## config.mk

```make
export PLATFORM = sky130hd
export DESIGN_NAME = cru_gen
export DESIGN_NICKNAME = d
export VERILOG_FILES = /design/src/rtl/cru_pkg.sv /design/src/rtl/cru_div_stage.sv /design/src/rtl/cru_gen.sv
export SDC_FILE = /design/constraint.sdc
export NUM_CORES = 1
export LEC_CHECK = 0
export ABC_AREA = 1
export CAP_MARGIN = 5
export CORE_MARGIN = 3
export CORE_UTILIZATION = 56
export CTS_CLUSTER_SIZE = 8
export DETAILED_ROUTE_END_ITERATION = 8
export MAX_ROUTING_LAYER = met4
export PLACE_DENSITY_LB_ADDON = 0.2
export SLEW_MARGIN = 10
export SYNTH_ARGS = -nofsm -noshare
export SYNTH_HDL_FRONTEND = slang
export SYNTH_HIERARCHICAL = 1
export SYNTH_SLANG_ARGS = --single-unit
export TNS_END_PERCENT = 30
```

## constraint.sdc

```tcl
create_clock -name clk240m -period 2.1 [get_ports clk240m]
set_input_delay 0.42 -clock clk240m [delete_from_list [all_inputs] [get_ports clk240m]]
set_output_delay 0.42 -clock clk240m [all_outputs]
set_load 0.01 [all_outputs]
```

## src/rtl/cru_pkg.sv

```systemverilog
// Shared constants and types for the clock/reset unit: default divide ratios,
// counter width and the system clock rate used by benches.
package cru_pkg;

  localparam int  CNT_W_DEFAULT = 16;
  localparam int  MAX_EN        = 8;
  localparam int  DIV_960K      = 250;
  localparam int  DIV_32K       = 30;
  localparam real CLK_HZ        = 240.0e6;

  typedef int div_arr_t [MAX_EN];

  // A ratio is legal when its terminal count DIV-1 fits in cnt_w bits.
  function automatic logic div_ok(input int div, input int cnt_w);
    return (div >= 1) && (longint'(div) <= (longint'(1) << cnt_w));
  endfunction

endpackage

```

## src/rtl/cru_div_stage.sv

```systemverilog
// One divider channel: counts ticks and flags the tick that completes a period.
// The counter wraps to zero on its own terminal count, so it can never overflow.
module cru_div_stage #(
  parameter int CNT_W = 16
) (
  input  logic             clk_i,
  input  logic             rst_ni,
  input  logic             tick_i,
  input  logic             clear_i,
  input  logic [CNT_W-1:0] div_last_i,
  output logic             term_o
);

  logic [CNT_W-1:0] cnt_q, cnt_d;

  assign term_o = tick_i && (cnt_q == div_last_i);

  always_comb begin
    cnt_d = cnt_q;
    if (clear_i || term_o) begin
      cnt_d = '0;
    end else if (tick_i) begin
      cnt_d = cnt_q + CNT_W'(1);
    end
  end

  always_ff @(posedge clk_i or negedge rst_ni) begin
    if (!rst_ni) begin
      cnt_q <= '0;
    end else begin
      cnt_q <= cnt_d;
    end
  end

endmodule

```

## src/rtl/cru_gen.sv

```systemverilog
// Clock/reset unit: synchronises the power-on reset and derives NUM_EN cascaded,
// phase-aligned single-cycle enables from clk240m, plus a sticky ready flag.
module cru_gen
  import cru_pkg::*;
#(
  parameter int NUM_EN           = 2,
  parameter int CNT_W            = CNT_W_DEFAULT,
  parameter int DIV [NUM_EN]     = '{DIV_960K, DIV_32K},
  parameter int SYNC_STAGES      = 2
) (
  input  logic              clk240m,
  input  logic              reset_in_n,
  output logic              reset_out,
  input  logic              resync,
  output logic [NUM_EN-1:0] en,
  output logic              ready
);

  if (NUM_EN < 1 || NUM_EN > MAX_EN) begin : g_bad_num_en
    $error("cru_gen: NUM_EN=%0d outside 1..%0d", NUM_EN, MAX_EN);
  end
  if (SYNC_STAGES < 2) begin : g_bad_sync
    $error("cru_gen: SYNC_STAGES=%0d must be at least 2", SYNC_STAGES);
  end

  logic [SYNC_STAGES-1:0] sync_q;
  logic [NUM_EN-1:0]      term;
  logic [NUM_EN-1:0]      en_q, en_d;
  logic                   ready_q, ready_d;
  logic                   resync_eff;
  logic                   run;
  logic                   clear;

  // Reset asserts immediately and releases only after SYNC_STAGES clean edges.
  always_ff @(posedge clk240m or negedge reset_in_n) begin
    if (!reset_in_n) begin
      sync_q <= '0;
    end else begin
      sync_q <= {sync_q[SYNC_STAGES-2:0], 1'b1};
    end
  end

  assign reset_out  = ~sync_q[SYNC_STAGES-1];
  assign resync_eff = resync & ~reset_out;
  assign run        = ~reset_out & ~resync_eff;
  assign clear      = reset_out | resync_eff;

  // Each channel ticks on the terminal count of the one before it, so all
  // enables coincide with the fastest one.
  for (genvar g = 0; g < NUM_EN; g++) begin : g_stage
    localparam logic [CNT_W-1:0] LAST = CNT_W'(DIV[g] - 1);
    logic tick_g;
    logic term_g;

    if (!div_ok(DIV[g], CNT_W)) begin : g_bad_div
      $error("cru_gen: DIV[%0d]=%0d outside 1..2**CNT_W", g, DIV[g]);
    end

    if (g == 0) begin : g_first
      assign tick_g = run;
    end else begin : g_next
      assign tick_g = g_stage[g-1].term_g;
    end

    cru_div_stage #(
      .CNT_W (CNT_W)
    ) u_stage (
      .clk_i      (clk240m),
      .rst_ni     (reset_in_n),
      .tick_i     (tick_g),
      .clear_i    (clear),
      .div_last_i (LAST),
      .term_o     (term_g)
    );

    assign term[g] = term_g;
  end

  always_comb begin
    en_d    = term;
    ready_d = ready_q | term[NUM_EN-1];
    if (clear) begin
      en_d    = '0;
      ready_d = 1'b0;
    end
  end

  always_ff @(posedge clk240m or negedge reset_in_n) begin
    if (!reset_in_n) begin
      en_q    <= '0;
      ready_q <= 1'b0;
    end else begin
      en_q    <= en_d;
      ready_q <= ready_d;
    end
  end

  assign en    = en_q;
  assign ready = ready_q;

endmodule

```

# Word level (Yosys, flattened, before mapping)
# Index checks and enable logic that the tools add are counted.
totals:
  reg_bits: 37
  input_bits: 3
  output_inout_bits: 4
  word_cells: 27
op_classes:
  n_addsub: 2
  n_eq_ne: 2
  n_mux: 6
  bitwise_logic: 6
  reduce_logical: 6
op_table:
  columns: ["operator", "n"]
  rows:
  - ["16-bit two-way mux", 4]
  - ["16-bit by 1-bit adder with 16-bit output, second input constant", 2]
  - ["16-bit by 5-bit equality test with 1-bit output, second input constant", 1]
  - ["16-bit by 8-bit equality test with 1-bit output, second input constant", 1]
  - ["2-bit nonzero test", 2]
  - ["1-bit AND", 2]
  - ["1-bit logical AND", 2]
  - ["1-bit logical OR", 2]
  - ["2-bit two-way mux", 1]
  - ["1-bit NOT", 2]
  - ["1-bit bitwise OR", 2]
  - ["1-bit two-way mux", 1]

# Depth between registers and ports, before layout
# Gate-level depths: netlist of the first run.
depth:
  ltp_word: 7
  mapped_depth: 15

# By module
# The synthesis of the first run kept the hierarchy.
modules_own_cells:
  columns: ["mod", "instances", "cells_each", "area_each_um2", "seq_area_each_um2"]
  rows:
  - ["cru_div_stage", 2, 215, 1363.8, 400.4]
  - ["cru_gen", 1, 17, 172.7, 125.1]

# Worst setup path before layout of the first run
# No wires, ideal clock.
synth_timing:
  path_kind: "in2reg"
  start: "input resync"
  end: "register g_stage[1].u_stage.cnt_q[8]"
  setup_time_ps: 120
  t_arrival_ps: 2137
  slack_ps: -157
  cell_stages: 15
  path_cell_list: "inv_1 -> nand2_2 -> inv_1 -> nand4_1 -> a21oi_1 -> nand3_1 -> nor2_1 -> inv_2 -> a21oi_2 -> nand3_1 -> nor2_1 -> nand3_2 -> nand2_4 -> buf_12 -> nor2_2"
synth_lines:
  columns: ["element", "line_no", "rtl"]
  rows:
  - ["start: declaration", "cru_gen.sv:14", "input logic resync,"]
  - ["1-bit AND (*)", "cru_gen.sv:44", "assign resync_eff = resync & ~reset_out;"]
  - ["1-bit bitwise OR (*)", "cru_gen.sv:46", "assign clear = reset_out | resync_eff;"]
  - ["via clear", "cru_gen.sv:32", "logic clear;"]
  - ["1-bit logical OR (*)", "cru_div_stage.sv:20", "if (clear_i || term_o) begin"]
  - ["16-bit two-way mux or 2-bit nonzero test (tied branches)", null, null]
  - ["end signal: assignment", "cru_div_stage.sv:31", "cnt_q <= cnt_d;"]
  - ["end: declaration", "cru_div_stage.sv:14", "logic [CNT_W-1:0] cnt_q, cnt_d;"]
# Mark *: on every way through the listed nets, which the timed path passes. The rest lies on a longest branch.
# A chain may end at the register's enable or synchronous reset.

# Worst setup path after layout of the first run
layout_timing:
  start: "register g_stage[0].u_stage.cnt_q[12]"
  end: "register g_stage[1].u_stage.cnt_q[1]"
layout_via:
  elab_chain_len: 5
layout_lines:
  columns: ["element", "line_no", "rtl"]
  rows:
  - ["start: declaration", "cru_div_stage.sv:14", null]
  - ["start signal: assignment", "cru_div_stage.sv:31", null]
  - ["16-bit by 8-bit equality test with 1-bit output (*)", "cru_div_stage.sv:16", "assign term_o = tick_i && (cnt_q == div_last_i);"]
  - ["1-bit logical AND (*)", "cru_div_stage.sv:16", null]
  - ["via g_stage[0].term_g", "cru_gen.sv:53", "logic term_g;"]
  - ["1-bit logical AND", "cru_div_stage.sv:16", null]
  - ["1-bit logical OR", "cru_div_stage.sv:20", null]
  - ["16-bit two-way mux or 2-bit nonzero test (tied branches)", null, null]
# Marked as above.

==> reports/results.ini, run 1 <==
[drt]
detail_route.wl_per_cell_um=11.2
antenna_left=0
drtIter0Drc=135
drcViolationCount=0
route.vias.total=2804
finalWirelength_mm=6.90
dr_pass1_iterations=4
drt-vias-per-instance=4.54

[floorplan]
placementRows=25
die_w_um=78.0
core_um2=4850
design.die.area_um2=6080
io_pins=7
floorplan.die.height_um=78.0
initial_utilization_pct=59.8

[finish]
flow.area_growth_from_synthesis_pct=24.5
antenna-diode-count=0
core_utilization_of_the_finished_layout_pct=74.5
layout.cells.non_filler=617
nNetsFinal=555
final_layout_size_suffix_gt1_share_pct=17.8
final.fill_count=386

[synth]
post_synth_instance_area_um2=2900
postSynth.asyncResetShare_pct=100
synth_ff_type=dfrtp_1
synth-edff-count=0
synth.distinct_cells=27
yosysWarningCount=6
syn-instance-count=447
syn_area_per_cell_um2=6.49
synth.ff_latch_count=37
synth_sequential_area_ratio_pct=31.9

[sta]
holdWs_ns=0.0534
count_of_final_max_slew_check_failures=0
worst_slack_ns=0.0841
totalNegativeSetupSlack_ns=0
finalCritPeriodShare_pct=96.0
finalHoldViolations=0
skew_final_ns=0.00262
setup_violations=0
fmax_mhz=496
timing.final.crit_period_ns=2.02

[clocking]
max-clock-path-buffers=2
clk_pin_slew_worst_paths_ns=0.07
cts_root_buffer=clkbuf_8
cts_htree_levels=2
clock_sinks=37
clk_latency_ns=0.29
cts_tree=built
tritoncts.num_buffers=5

[critical_path]
cp_data_required_time_ns=2.28
cp.arrival_ns=2.19
setup.worst_path.start_class=flip-flop
critical_path_peak_fanout=8
rr_startpoint=g_stage[0].u_stage/cnt_q[12]
timing.setup.critical_path_class=flip-flop to flip-flop
worst_setup_path_endpoint=g_stage[1].u_stage/cnt_q[1]
ff2ff_setup_slack_ns=0.08
critical_path.endpoint_type=flip-flop
worst_r2r_path_depth=12
r2r-end=g_stage[1].u_stage/cnt_q[1]
setup.worst_path.start=g_stage[0].u_stage/cnt_q[12]

[global_routing]
grt_start_max_net_pins=18
number_of_global_route_vias_before_repair=2726
antenna_found_initial=0
groute.usage.overall_pct=24.7
grt-ovfl-total=0
global_route_wire_length_before_repair_mm=11.6

[placement]
dp.final_hpwl_mm=5.12
place.gp.congestion=0.925
dpl.cell_count=601
buffer_ports.inserted=6
pre_cts_slack_ns=-0.433

[power_and_ir_drop]
pwr_density_cell_nw_per_um2=382
peakVddDrop_v=0.000253
static-leakage-power_nw=1.85

[min_path]
hold_path.class=primary input to async pin

[run_status]
status=finished clean

[flow_run]
timing.max_cap.violations=0

-- critical path: stages (launching register included) --
cell     delay (ns)
dfrtp_1        0.42
nand2_2        0.11
nand4_1        0.12
a21oi_1        0.15
nand3_1        0.13
nor2_4         0.19
inv_2          0.07
a21oi_2        0.10
nand3_1        0.10
nor2_2         0.15
nand3_4        0.13
nand2_4        0.19
nor2_2         0.05
-- cell families after synthesis --
kind of cell,synth area share [%]
buf+inv,13.4
simple gates,46.0
compound gates,2.67
xor+xnor,4.83
flops,31.9
fa+ha+maj,0.863
other cells,0.259
-- worst min path at each step --
stage               startpoint                            to  slack (ns)  depth (start not counted)
finish              reset_in_n  g_stage[1].u_stage/cnt_q[10]        0.05                          1
global route        reset_in_n  g_stage[0].u_stage/cnt_q[15]        0.07                          1
CTS                 reset_in_n  g_stage[0].u_stage/cnt_q[15]        0.06                          1
detailed placement   sync_q[0]                     sync_q[1]        0.35                          0
global placement     sync_q[0]                     sync_q[1]        0.33                          0
floorplan           reset_in_n                         en[0]        0.12                          0
-- what timing repair did --
item / CTS / global route
gates resized for setup: 8 / 11
setup endpoints to repair: 16 / 18
hold buffers: 0 / 0
pin swaps: 5 / 10
buffers inserted: 5 / 3
cloned: 0 / 1
-- Yosys cell counts (4+ instances only) --
library cell / n / area (µm²)
a21oi_1: 4 / 20.0
dfrtp_1: 37 / 926
inv_1: 87 / 327
inv_2: 6 / 22.5
nand2_1: 150 / 563
nand2_2: 5 / 31.3
nand3_1: 16 / 80.1
nand3_2: 4 / 40.0
nand4_1: 14 / 87.6
nor2_1: 44 / 165
nor2_2: 24 / 150
nor2_4: 4 / 45.0
nor3_1: 8 / 40.0
o21ai_0: 6 / 30.0
xor2_1: 14 / 123
-- state kept, by name (all words and copies together) (netlist names) --
register / count
en: 2
sync_q: 2
ready: 1
g_stage.u_stage/cnt_q: 32
-- layer usage --
| layer | GRT usage [%] | part of all wire [%] | vias to the layer above |
|---|---|---|---|
| met2 | 43.9 | 53 | 36 |
| met1 | 26.2 | 40 | 1264 |
| li1 | - | - | 1474 |
| met4 | 12.8 | 4.8 | 0 |
| met5 | - | 0 | - |
| met3 | 4.06 | 2.0 | 30 |
-- cell type report --
cell class / count / area [µm²] / share of cell area, %
multi-input cells: 381 / 1910 / 52.8
flip-flops and latches: 37 / 926 / 25.6
inverters: 93 / 349 / 9.67
repair buffers: 32 / 260 / 7.21
clock buffers: 7 / 86.3 / 2.39
well taps: 67 / 83.8 / 2.32
-- metrics by stage --
step	cell area (µm²)	total power [mW]
after floorplan	3150	0.837
after global placement	3390	0.869
final	3610	1.38
after global routing	3610	1.46
after CTS	3540	1.39
after detailed placement	3390	0.872
-- cells in the final DEF (no fill, tap or decap), types with 3 or more instances in the layout --
master,count
a21oi_1,3
a21oi_2,3
buf_4,23
buf_6,3
clkbuf_8,6
clkdlybuf4s50_1,4
conb_1,67
dfrtp_1,37
inv_1,86
inv_2,7
nand2_1,146
nand2_2,9
nand3_1,14
nand3_2,5
nand4_1,14
nor2_1,41
nor2_2,26
nor2_4,5
nor3_1,7
o21ai_0,5
o21ai_1,3
xor2_1,14
-- power breakdown --
| part | internal [mW] | switching [mW] |
|---|---|---|
| registers | 0.715 | 0.00148 |
| logic | 0.0502 | 0.110 |
| clock network | 0.260 | 0.243 |
| total | 1.03 | 0.354 |
(Power assumes the default switching activity.)
==> inputs of run 2 (changes only) <==
--- a/config.mk
+++ b/config.mk
@@ -8,7 +8,7 @@
 export ABC_AREA = 1
 export CAP_MARGIN = 5
 export CORE_MARGIN = 3
-export CORE_UTILIZATION = 56
+export CORE_UTILIZATION = 40
 export CTS_CLUSTER_SIZE = 8
 export DETAILED_ROUTE_END_ITERATION = 8
 export MAX_ROUTING_LAYER = met4
==> run 2 against run 1 <==
Clock skew is 0.0040 ns higher. Via count is 4.7% lower. Worst hold slack better by 0.016 ns. Routed wire length is 5.5% lower. Global-route usage is 7.6 points lower. Utilization is 21 points lower. Final cell count is 4.2% higher. Clock-buffer cell count is 2 lower. Non-clock buffer count is 3 lower. Register-to-register slack better by 0.07 ns. Critical endpoint is now g_stage[1].u_stage/cnt_q[5]. Largest power group is now clock.
==> reports/results.ini, run 2 (synthesis gave the netlist of run 1 again) <==
[run_status]
status=finished clean

[critical_path]
critical_path_depth=12  ; unchanged
worst_r2r_path_depth=12  ; unchanged
critical-path-max-stage-delay_ns=0.42  ; about the same
timing.setup.critical_path_class=flip-flop to flip-flop
worst_setup_path_endpoint=g_stage[1].u_stage/cnt_q[5]
r2r-end=g_stage[1].u_stage/cnt_q[5]
timing.critical_path.slowest_stage_cell=dfrtp_1
cp.arrival_ns=2.13  ; -0.06 ns
critical_path_peak_fanout=16  ; +8
setup.worst_path.start_class=flip-flop
crit_chain=xnor2_2 > nand3_1 > nor2_1 > nand3_1 > nor2_4 > inv_2 > a21oi_2 > nand3_1 > nor2_1 > nand3_2 > nand2_8 > nor2_1
timing.critical_path.max_delay_family=simple AND/OR/NAND/NOR gates
ff2ff_setup_slack_ns=0.16  ; +0.07 ns
critPathBufInv=1  ; unchanged
critical_path.endpoint_type=flip-flop
rr_startpoint=g_stage[0].u_stage/cnt_q[8]
setup.worst_path.start=g_stage[0].u_stage/cnt_q[8]
cp_data_required_time_ns=2.28  ; about the same

[drt]
drtIter0Drc=74  ; -45%
route.vias.total=2671  ; -4.7%
finalWirelength_mm=6.52  ; -5.5%
drcViolationCount=0  ; unchanged
detail_route.wl_per_cell_um=10.1  ; -9.3%
antenna_left=0  ; unchanged
drt-vias-per-instance=4.15  ; -8.6%
dr_pass1_iterations=4  ; unchanged

[finish]
postLayoutCellArea_um2=3670  ; +1.5%
flow.area_growth_from_synthesis_pct=26.4
layout.cells.most_common_list=nand2_1, inv_1, conb_1
final_common_cell=nand2_1
nNetsFinal=551  ; -0.72%
final_layout_size_suffix_gt1_share_pct=17.0  ; -0.82 points
registers.top_by_ff_count=g_stage.u_stage/cnt_q
antenna-diode-count=0  ; unchanged
max_reg_flops=32  ; unchanged

[min_path]
hold_path.class=primary input to async pin

[power_and_ir_drop]
static-leakage-power_nw=1.86  ; +0.72%
peakVddDrop_v=0.000315  ; +24%
pwr_density_cell_nw_per_um2=444  ; +16%

[sta]
fmax_mhz=514  ; +3.7%
finalHoldViolations=0  ; unchanged
skew_final_ns=0.00660  ; +0.00398 ns
timing.final.crit_period_ns=1.94  ; -0.0715 ns
setup_violations=0  ; unchanged
count_of_final_max_slew_check_failures=0  ; unchanged
setup_repair_after_global_routing_missed_its_margin=true
finalCritPeriodShare_pct=92.6  ; -3.4 points
worst_slack_ns=0.156  ; +0.0715 ns

[floorplan]
floorplan.die.height_um=91.2  ; +17%
io_pins=7  ; unchanged
design.die.area_um2=8310  ; +37%
initial_utilization_pct=42.0  ; -18 points
die_w_um=91.2  ; +17%
placementRows=30  ; +20%
core_um2=6910  ; +42%

[placement]
pre_cts_slack_ns=-0.378  ; +0.0544 ns
placement.cell_area_um2=3450  ; +1.8%
place.gp.congestion=0.844  ; -8.7%
dp.final_hpwl_mm=5.02  ; -2.0%
buffer_ports.inserted=6  ; unchanged

[clocking]
clk_latency_ns=0.30  ; about the same
cts_htree_levels=2  ; unchanged
cts_root_buffer=clkbuf_8
clock_sinks=37  ; unchanged
clk_pin_slew_worst_paths_ns=0.08  ; about the same
post_cts_hold_buffer_count=0  ; unchanged
max-clock-path-buffers=2  ; unchanged
cts_tree=built
tritoncts.num_buffers=5  ; unchanged

[global_routing]
antenna_found_initial=0  ; unchanged
groute.usage.overall_pct=17.1  ; -7.6 points
number_of_global_route_vias_before_repair=2581  ; -5.3%
global_route_wire_length_before_repair_mm=11.3  ; -2.7%
grt_start_max_net_pins=38  ; +20
grt-ovfl-total=0  ; unchanged

[flow_run]
timing.max_cap.violations=0  ; unchanged

-- run 2: cell count changes in the layout (fill, tap and decap cells not counted), moves of 2 or more --
cell and change:
bufinv_16 +2, inv_2 +2, buf_12 +3, nand2_2 -3, buf_4 -3, nand2_1 +3, buf_6 -3, inv_1 -2
-- run 2: area by class of cell --
cell class                      instances  area, µm²
Tap cell                               96        120
Inverter                               93        349
Fill cell                             703       3240
Clock buffer                            5       68.8
Multi-Input combinational cell        380       1870
Sequential cell                        37        926
Clock inverter                          3       65.1
Timing Repair Buffer                   29        264
-- run 2: through the flow --
step | setup TNS, ns | power, mW | std cells | hold WS [ns] | utilization, %
3_3_place_gp | -5.23 | 0.873 | 630 | 0.334 | 49.9
6_report | 0 | 1.63 | 643 | 0.0690 | 53.1
5_1_grt | -0.388 | 1.70 | 643 | 0.0771 | 53.1
4_1_cts | 0 | 1.65 | 640 | 0.0748 | 52.4
2_1_floorplan | 0 | 0.837 | 512 | 0.124 | -
3_5_place_dp | -6.16 | 0.874 | 630 | 0.338 | 49.9
-- run 2: repair_timing --
action,4_1_cts,5_1_grt
endpoints found under the setup margin,18,18
setup buffers,2,3
pin swaps,5,3
resized for setup,4,7
-- run 2: worst min-delay path by stage --
stage / from / cells after the start / endpoint / slack, ns
final: reset_in_n / 2 / g_stage[1].u_stage/cnt_q[7] / 0.07
after global routing: reset_in_n / 2 / g_stage[1].u_stage/cnt_q[6] / 0.08
after CTS: reset_in_n / 2 / g_stage[1].u_stage/cnt_q[6] / 0.07
after detailed placement: sync_q[0] / 0 / sync_q[1] / 0.34
after global placement: sync_q[0] / 0 / sync_q[1] / 0.33
after floorplan: reset_in_n / 0 / en[0] / 0.12
-- run 2: report_power, final --
part | internal, mW | leakage [nW] | switching (mW)
logic | 0.0502 | 1.28 | 0.102
registers | 0.714 | 0.512 | 0.00124
clock network | 0.472 | 0.0681 | 0.286
total | 1.24 | 1.86 | 0.389
-- run 2: per-layer routing --
layer / global-route usage, % / vias to the layer above / share of wire (%)
met4: 5.53 / 0 / 1.6
li1: - / 1465 / -
met3: 2.57 / 8 / 1.7
met2: 30.4 / 24 / 52
met5: - / - / 0
met1: 19.7 / 1174 / 45
-- run 2: worst reg2reg max path, cell delays in order (launching register included) --
cell	delay, ns
dfrtp_1	0.42
xnor2_2	0.18
nand3_1	0.08
nor2_1	0.11
nand3_1	0.13
nor2_4	0.19
inv_2	0.07
a21oi_2	0.10
nand3_1	0.08
nor2_1	0.12
nand3_2	0.13
nand2_8	0.17
nor2_1	0.06
